File: src/rtl/dsp_mac_sequencer.sv
// dsp_mac_sequencer: schedules operands and OPMODE for a DSP48E2 dot product with bias.
// Define DSP_MAC_BIAS_EN to load the latched bias through C on the first product.
module dsp_mac_sequencer #(
    parameter int LEN_W   = 8,
    parameter int LAT     = 3,
    parameter int OPM_DLY = 1
) (
    input  logic              clk,
    input  logic              rst,
    input  logic              start,
    input  logic [LEN_W-1:0]  len,
    input  logic [47:0]       bias,
    input  logic              in_valid,
    output logic              in_ready,
    input  logic [17:0]       in_a,
    input  logic [17:0]       in_b,
    output logic [17:0]       dsp_a,
    output logic [17:0]       dsp_b,
    output logic [47:0]       dsp_c,
    output logic [8:0]        dsp_opmode,
    input  logic [47:0]       dsp_p,
    output logic [47:0]       result,
    output logic              result_valid,
    input  logic              result_ready,
    output logic              busy
);
    typedef enum logic [1:0] {IDLE, RUN, DRAIN, DONE} state_t;
`ifdef DSP_MAC_BIAS_EN
    localparam logic [8:0] OPM_FIRST = 9'h035;
`else
    localparam logic [8:0] OPM_FIRST = 9'h005;
`endif
    localparam logic [8:0] OPM_ACC  = 9'h025;
    localparam logic [8:0] OPM_NONE = 9'h000;
    localparam int DW = $clog2(LAT + OPM_DLY + 1);
    localparam logic [DW-1:0] DRAIN_INIT = DW'(LAT + OPM_DLY);

    state_t state, state_n;
    logic [LEN_W-1:0] len_q, cnt;
    logic [DW-1:0] dcnt;
    logic [47:0] bias_q;
    logic first, fire, last, accept;
    logic [8:0] tag;
    logic [8:0] opm_sr [0:OPM_DLY];

    assign accept = state == IDLE && start && len != '0;
    assign fire = in_valid & in_ready;
    assign last = fire && cnt == len_q - 1'b1;
    assign dsp_opmode = opm_sr[OPM_DLY];
`ifdef DSP_MAC_BIAS_EN
    assign dsp_c = bias_q;
`else
    logic unused_bias;
    assign unused_bias = ^bias_q;
    assign dsp_c = '0;
`endif

    always_ff @(posedge clk or posedge rst)
        if (rst)
            state <= IDLE;
        else
            state <= state_n;

    always_comb begin
        state_n = state;
        case (state)
            IDLE:    state_n = accept ? RUN : IDLE;
            RUN:     state_n = last ? DRAIN : RUN;
            DRAIN:   state_n = dcnt == '0 ? DONE : DRAIN;
            DONE:    state_n = result_ready ? IDLE : DONE;
            default: state_n = IDLE;
        endcase
    end

    always_comb begin
        in_ready = state == RUN;
        busy = state != IDLE;
        result_valid = state == DONE;
        tag = state == IDLE ? OPM_NONE : (fire && !first) ? OPM_FIRST : OPM_ACC;
    end

    always_ff @(posedge clk or posedge rst)
        if (rst) begin
            dsp_a <= '0;
            dsp_b <= '0;
            len_q <= '0;
            cnt <= '0;
            dcnt <= '0;
            bias_q <= '0;
            first <= 1'b0;
            result <= '0;
            for (int i = 0; i <= OPM_DLY; i++) opm_sr[i] <= OPM_NONE;
        end else begin
            dsp_a <= fire ? in_a : '0;
            dsp_b <= fire ? in_b : '0;
            // tag leaves with the operands and trails them into the ALU
            opm_sr[0] <= tag;
            for (int i = 1; i <= OPM_DLY; i++) opm_sr[i] <= opm_sr[i-1];
            if (accept) begin
                len_q <= len;
                bias_q <= bias;
                cnt <= '0;
                first <= 1'b0;
            end
            if (fire) begin
                cnt <= cnt + 1'b1;
                first <= 1'b1;
            end
            if (last)
                dcnt <= DRAIN_INIT;
            else if (state == DRAIN && dcnt != '0)
                dcnt <= dcnt - 1'b1;
            if (state == DRAIN && dcnt == '0)
                result <= dsp_p;
        end
endmodule

File: config.mk
export PLATFORM = sky130hd
export DESIGN_NAME = dsp_mac_sequencer
export DESIGN_NICKNAME = d
export VERILOG_FILES = /design/src/rtl/dsp_mac_sequencer.sv
export SDC_FILE = /design/constraint.sdc
export NUM_CORES = 1
export LEC_CHECK = 0
export CORE_MARGIN = 2
export CORE_UTILIZATION = 39
export CTS_BUF_LIST = sky130_fd_sc_hd__clkbuf_4
export DETAILED_ROUTE_END_ITERATION = 10
export PLACE_DENSITY = 0.84
export REMOVE_ABC_BUFFERS = 1
export SLEW_MARGIN = 20
export SYNTH_ARGS = -nofsm -noshare
export SYNTH_HDL_FRONTEND = slang
export SYNTH_SLANG_ARGS = --single-unit
File: constraint.sdc
create_clock -name clk -period 4.7 [get_ports clk]
set_clock_uncertainty 0.05 [all_clocks]
set_input_delay 0.47 -clock clk [delete_from_list [all_inputs] [get_ports clk]]
set_output_delay 0.47 -clock clk [all_outputs]
set_load 0.05 [all_outputs]
# Yosys cells after proc, flatten, opt, wreduce, memory -nomap -nowiden
# Cells that the tools add are included.
# classes
addsub	3
n_eq_ne	4
muxes	15
bitwise	1
n_reduce_logical	14
# ops
cell	count
$mux W18	2
$mux W8	2
$mux W6	2
$add A8 B1 Y8 const B	1
$eq A8 B8 Y1	1
$pmux W2 S4	1
$reduce_bool A8 Y1	1
$sub A8 B1 Y8 const B	1
$logic_and A1 B1 Y1	6
$mux W3	2
$reduce_bool A2 Y1	3
$eq A2 B2 Y1 const B	2
$mux W1	4
$mux W2	2
$logic_not A3 Y1	1
$reduce_bool A3 Y1	1
$sub A3 B1 Y3 const B	1
$eq A2 B1 Y1 const B	1
$logic_not A2 Y1	1
$and A1 B1 Y1	1
$logic_not A1 Y1	1
# totals
reg_bits	118
input_bits	145
out_inout_bits	144

# Depth between registers and ports, before layout
# Gate-level depths: netlist of the first run.
# logic_depth
word_depth	5
depth_mapped	8
depth_no_buf	6

# Worst setup path after synthesis of the first run
# Ideal clock, no wire load.
# synth_path
kind	register to register
start	register state[0]
end	register len_q[3]
setup_ns	0.125
t_arrival_ns	1.881
setup_slack_ns	2.644
path_stages_with_launch	5
path_buffers	1
synth_period_minus_slack_ns	2.056
path_cell_list	dfrtp_1 -> or2_2 -> a211oi_2 -> buf_6 -> mux2_2
# synth_between
elab_chain_len	3
# synth_lines
element	line_no	rtl
start: declaration	38	state_t state, state_n;
start signal: assignment	62	state <= state_n;
$logic_not A2 Y1	46	assign accept = state == IDLE && start && len != '0;
$logic_and A1 B1 Y1 (2 in series)	46	
end signal: assignment	100	len_q <= len;
end: declaration	39	logic [LEN_W-1:0] len_q, cnt;
# No other way between the ends.
# A chain may end at the register's enable or synchronous reset.

# Final worst setup path of the first run
# layout_path
start	register state[0]
end	output port busy
# layout_between
elab_chain_len	1
# layout_lines
element	line_no	rtl
$reduce_bool A2 Y1	77	busy = state != IDLE;
end: declaration	25	output logic busy
# No other way between the ends.

==> results by group, run 1 <==
Power
  • Power Density: 392 mW/mm2
  • Pleak: 3.06 nW
  • VDD IR max: 0.000190 V

CTS
  • Post-CTS Hold Buffers: 0
  • Setup bufs post-CTS: 0
  • TritonCTS clock tree: yes
  • Root Buffer: clkbuf_4
  • Worst-Skew Late Latency: 0.47 ns
  • Cts bufs inserted: 9
  • Post-cts resize count: 0
  • Clock buffer depth: 2
  • Num Clock Sinks: 110
  • Htree depth: 3
  • CTS clk-pin slew, worst paths: 0.16 ns

Floorplan
  • Die Ht: 115 um
  • Rows: 40
  • Initial Utilization: 39.9%
  • Die area: 0.0131 mm2
  • Num ports: 289
  • Core box area: 0.0120 mm2
  • Die width: 115 um

Detailed routing
  • DRT antenna net count: 0
  • DRC Markers: 0
  • Routed via count: 3195
  • Vias per inst: 4.55
  • Routed len/inst: 14.9 um
  • Routed wire length: 10.5 mm
  • Initial DRC Count: 127
  • DR pass1 iterations: 4

STA
  • Slew @ Worst Pin: 0.777 ns
  • Final min period: 2.59 ns
  • Slew margin rel.: 48.0%
  • Hold Vio Cnt, Final: 0
  • Tcrit/Tclk final: 55.1%
  • Final Slew Violations: 0
  • Max Fclk: 386 MHz
  • RSZ-0062 raised after global routing: false
  • Final setup vio count: 0

Synthesis
  • Syn_area_per_cell: 13.0 um2
  • Synth area leaders: dfrtp_1 (58%), mux2_2 (14%), buf_4 (9.0%)
  • Largest family of logic cells by synthesized area: multiplexers
  • Synthesized flop and latch total: 110
  • Synth Area in XOR/XNOR: 2.20%
  • Seq/Total Area, Yosys: 57.7%
  • Mux cell area share after synthesis: 14.6%
  • Netlist Area Pre-Place: 0.00477 mm2
  • Post-Synth Simple-Gate Area: 9.71%
  • Synth unique cells: 41
  • Number of synthesis warnings: 0
  • Synth Area in Adders: 1.05%
  • Mapped Cells: 367
  • Synth Area in Compound Gates: 3.57%
  • Share of Yosys cell area claimed by the top area cell type: 57.7%
  • Synth area leader: dfrtp_1

Worst hold path
  • Worst hold path class: register to register

Setup path
  • Cell-by-cell trace of the critical path: or2_2, clkdlybuf4s50_1
  • Largest delay share family, worst path: buffers and inverters
  • CP endpoint kind: primary output
  • CP Max Fanout: 8
  • CP arrival: 2.07 ns
  • Required @ worst endpoint: 4.18 ns
  • WS Path Type: register to primary output
  • Worst setup SP type: register
  • WP buf/inv: 1
  • CP max stage cell: clkdlybuf4s50_1
  • Critical Path Max Stage Delay: 0.72 ns

Placed design
  • Placed Area: 0.00654 mm2
  • # port buffers: 186
  • Final HPWL DP: 7.97 mm
  • GP Congestion: 0.759

Cells and area
  • Ratio of cells with drive above 1 in the final layout: 15.3%
  • FF+latch area: 0.00275 mm2
  • Fillers: 996
  • Finished layout cell area: 0.00670 mm2
  • Final nets: 699
  • Area Growth Syn to Fin: 40.5%
  • N_diodes: 0
  • Util after Layout: 56.0%
  • Multi-input combinational cell area: 0.00170 mm2

GRT
  • Largest net degree at the start of global routing: 81
  • Gr usage total: 15.9%
  • Global route total overflow: 0
  • First-pass GRT wire length: 16.0 mm
  • Initial antenna violation count: 0
  • Number of global-route vias before repair: 3063

Run status
  • Status: finished clean

Flow run
  • Max-cap violations: 0
## power by group
group	internal (mW)	switching, mW
registers	1.08	0.110
logic	0.366	0.594
clock network	0.163	0.315
total	1.61	1.02
## through the flow
| stage | TNS [ns] | instances | hold WS (ns) | total power [mW] | setup slack [ns] |
|---|---|---|---|---|---|
| after floorplan | -12.03 | 350 | 0.281 | 1.84 | -0.251 |
| after global placement | 0 | 686 | 0.288 | 2.13 | 1.97 |
| after detailed placement | 0 | 686 | 0.290 | 2.17 | 1.90 |
| after CTS | 0 | 702 | 0.325 | 2.65 | 2.08 |
| after global routing | 0 | 702 | 0.343 | 2.76 | 2.03 |
| final | 0 | 702 | 0.321 | 2.62 | 2.11 |
## cell usage after synthesis (all sizes together)
cell and count:
nor3 1, and3 2, and2 37, a31o 2, mux2 59, o21ai 6, a31oi 5, nor4 3
clkbuf 6, nand2 9, a21boi 2, o211ai 1, nand4b 1, nor2b 2, xnor2 5, dfrtp 110
a22oi 1, nor3b 2, o31ai 1, ha 4, and3b 1, conb 1, or2 1, nand2b 4
or4 1, xor2 7, a21o 1, a22o 1, buf 64, or3 3, a211oi 3, and4 1
nor2 2, inv 8, nand3b 1, mux2i 3, nand3 6
## cell type report
| type | instances | share of cell area [%] |
|---|---|---|
| timing repair buffer | 189 | 28.1 |
| clock buffer | 9 | 1.01 |
| multi-input combinational | 232 | 25.4 |
| inverter | 8 | 0.523 |
| clock inverter | 7 | 1.12 |
| tap | 147 | 2.75 |
| sequential | 110 | 41.1 |
## cell usage in the layout, fill, tap and decap left out, types with 6 or more instances in the layout
master / count
conb_1: 54
dfrtp_1: 110
xor2_1: 7
and2_1: 37
clkdlybuf4s50_1: 186
o21ai_0: 6
clkbuf_4: 9
inv_1: 7
nand2_1: 9
nand3_1: 6
mux2_2: 59
## path summary, 6_finish.rpt
kind | start | to | slack [ns] | depth (start not counted)
min in group asynchronous | rst | result[21] | 0.43 | 2
min reg2reg | opm_sr[14] | dsp_opmode[5] | 0.32 | 0
min | opm_sr[14] | dsp_opmode[5] | 0.32 | 0
max reg2reg | state[1] | dcnt[2] | 2.42 | 5
max in group asynchronous | rst | dsp_b[9] | 3.28 | 3
max | state[0] | busy | 2.11 | 2
## cell families (layout without fill, tap and decap cells)
family,Yosys count,count (layout)
simple gates,77,77
flops,110,110
mux,62,62
compound gates,23,23
fa+ha+maj,4,4
buf+inv,78,213
xor+xnor,12,12
other cells,1,54
## state kept, by name, summed over array words and instances (netlist names)
register and flops:
dcnt 3, dsp_a 18, first 1, result 48
state 2, dsp_opmode 2, cnt 8, dsp_b 18
opm_sr 2, len_q 8
## per-layer routing
| layer | track usage [%] | wire length (um) |
|---|---|---|
| met5 | 0 | 0 |
| met4 | 6.59 | 203 |
| met3 | 4.29 | 827 |
| met2 | 27.1 | 5150 |
| met1 | 19.1 | 4310 |
(Power assumes the default switching activity.)
==> run 2, diff against run 1 <==
- clock period: 4.7 -> 2.7 ns (I/O delays scaled with it)
==> results by group, run 2 (synthesized netlist as in run 1, its figures left out) <==
Run status
  • Status: finished clean

GRT
  • Gr usage total: 15.6%
  • Most Used Layer, Global Route: met2
  • Met3 global-route usage: 5.19%
  • Routing usage on met2: 26.3%
  • Largest net degree at the start of global routing: 111
  • First-pass GRT wire length: 15.7 mm
  • Number of global-route vias before repair: 3053
  • Global route total overflow: 0
  • Grt met1 use: 18.3%
  • Initial antenna violation count: 0

STA
  • Final Slew Violations: 0
  • Final min period: 2.38 ns
  • Final setup vio count: 0
  • Final worst slack: 0.320 ns
  • Hold Vio Cnt, Final: 0
  • Slew @ Worst Pin: 0.609 ns
  • Slew margin rel.: 59.4%
  • RSZ-0062 raised after global routing: false
  • Max Fclk: 420 MHz
  • Tcrit/Tclk final: 88.2%

Setup path
  • Worst setup SP type: register
  • CP arrival: 2.06 ns
  • CP Max Fanout: 8
  • Flop2flop setup slack: 0.74 ns
  • WS Path Type: register to primary output
  • CP endpoint kind: primary output
  • Reg-to-Reg Start: len_q[0]
  • Required @ worst endpoint: 2.38 ns
  • Start point of the critical path: state[0]

CTS
  • Num Clock Sinks: 110
  • Worst-Skew Late Latency: 0.46 ns
  • Root Buffer: clkbuf_4
  • Post-CTS Hold Buffers: 0
  • CTS clk-pin slew, worst paths: 0.16 ns
  • Htree depth: 3
  • Clock buffer depth: 2
  • Post-cts resize count: 0
  • TritonCTS clock tree: yes
  • Setup bufs post-CTS: 0
  • Cts bufs inserted: 9

Detailed routing
  • DRT antenna net count: 0
  • DR pass1 iterations: 4
  • Routed len/inst: 14.9 um
  • Routed via count: 3184
  • Initial DRC Count: 143
  • Vias per inst: 4.52
  • Routed wire length: 10.5 mm
  • DRC Markers: 0

Worst hold path
  • Worst hold path class: input port to asynchronous set/reset pin

Cells and area
  • Finished layout cell area: 0.00676 mm2
  • Multi-input combinational cell area: 0.00169 mm2
  • Largest regs: result (48), dsp_a (18), dsp_b (18)
  • Fillers: 999
  • Util after Layout: 56.5%
  • N_diodes: 0
  • Number of flip-flops in the largest register: 48
  • FF+latch area: 0.00275 mm2
  • Most frequent cells in the layout: clkdlybuf4s50_1 (186), dfrtp_1 (110), mux2_2 (59)
  • Finished Layout Cells: 704
  • Area Growth Syn to Fin: 41.9%
  • Final nets: 701
  • Ratio of cells with drive above 1 in the final layout: 15.6%
  • Most flops, register: result
  • Leading cell type in the layout, fill and taps excluded: clkdlybuf4s50_1

Placed design
  • Final HPWL DP: 7.86 mm
  • DP Worst Slack: 0.612 ns
  • GP Congestion: 0.779
  • DP Cell Count: 688
  • # port buffers: 186
  • Placed Area: 0.00658 mm2

Floorplan
  • Die area: 0.0131 mm2
  • Num ports: 289
  • Die width: 115 um
  • Initial Utilization: 39.9%
  • Rows: 40
  • Die Ht: 115 um
  • Core box area: 0.0120 mm2

Power
  • Power Density: 699 mW/mm2
  • Pleak: 3.11 nW
  • VDD IR max: 0.000321 V
  • Total power: 4.73 mW

Flow run
  • Max-cap violations: 0
-- run 2: changes by cell type in the layout (fill, tap and decap cells not counted) --
cell        delta
bufinv_16      +2
a211oi_2       +1
inv_6          -1
clkinv_4       -2
inv_4          +1
clkinv_2       +2
buf_12         +2
clkinvlp_4     -2
a211oi_4       -1
-- run 2: per-layer routing --
metal / wire length, um / vias to the layer above
met2: 5170 / 152
met5: 0 / -
met3: 970 / 12
met1: 4160 / 1534
met4: 161 / 0
li1: - / 1486
-- run 2: stage by stage --
stage	setup TNS (ns)	hold WS, ns
6_report	0	0.190
5_1_grt	0	0.236
4_1_cts	0	0.233
3_5_place_dp	0	0.286
3_3_place_gp	0	0.287
2_1_floorplan	-167.48	0.281
-- run 2: cell type report --
type	count	share of cell area, %
Clock buffer	9	0.999
Clock inverter	7	1.66
Inverter	8	0.481
Multi-Input combinational cell	232	25.0
Sequential cell	110	40.7
Tap cell	147	2.72
Timing Repair Buffer	191	28.4
-- run 2: critical path, cell delays in order (launching register included) --
cell and delay (ns):
dfrtp_1 0.48, or2_2 0.40, clkdlybuf4s50_1 0.72
-- run 2: power by group --
group	leakage, nW	internal (mW)	switching, mW	total (mW)
registers	1.44	1.88	0.195	2.07
logic	1.57	0.647	1.03	1.67
clock network	0.0957	0.464	0.518	0.982
-- run 2: final timing paths --
check                                 to  cells past startpoint
max                                 busy                      2
min                           result[21]                      3
max reg2reg                     state[1]                      6
min reg2reg                dsp_opmode[2]                      0
max in group asynchronous       dsp_a[3]                      3
min in group clk               dsp_a[17]                      2
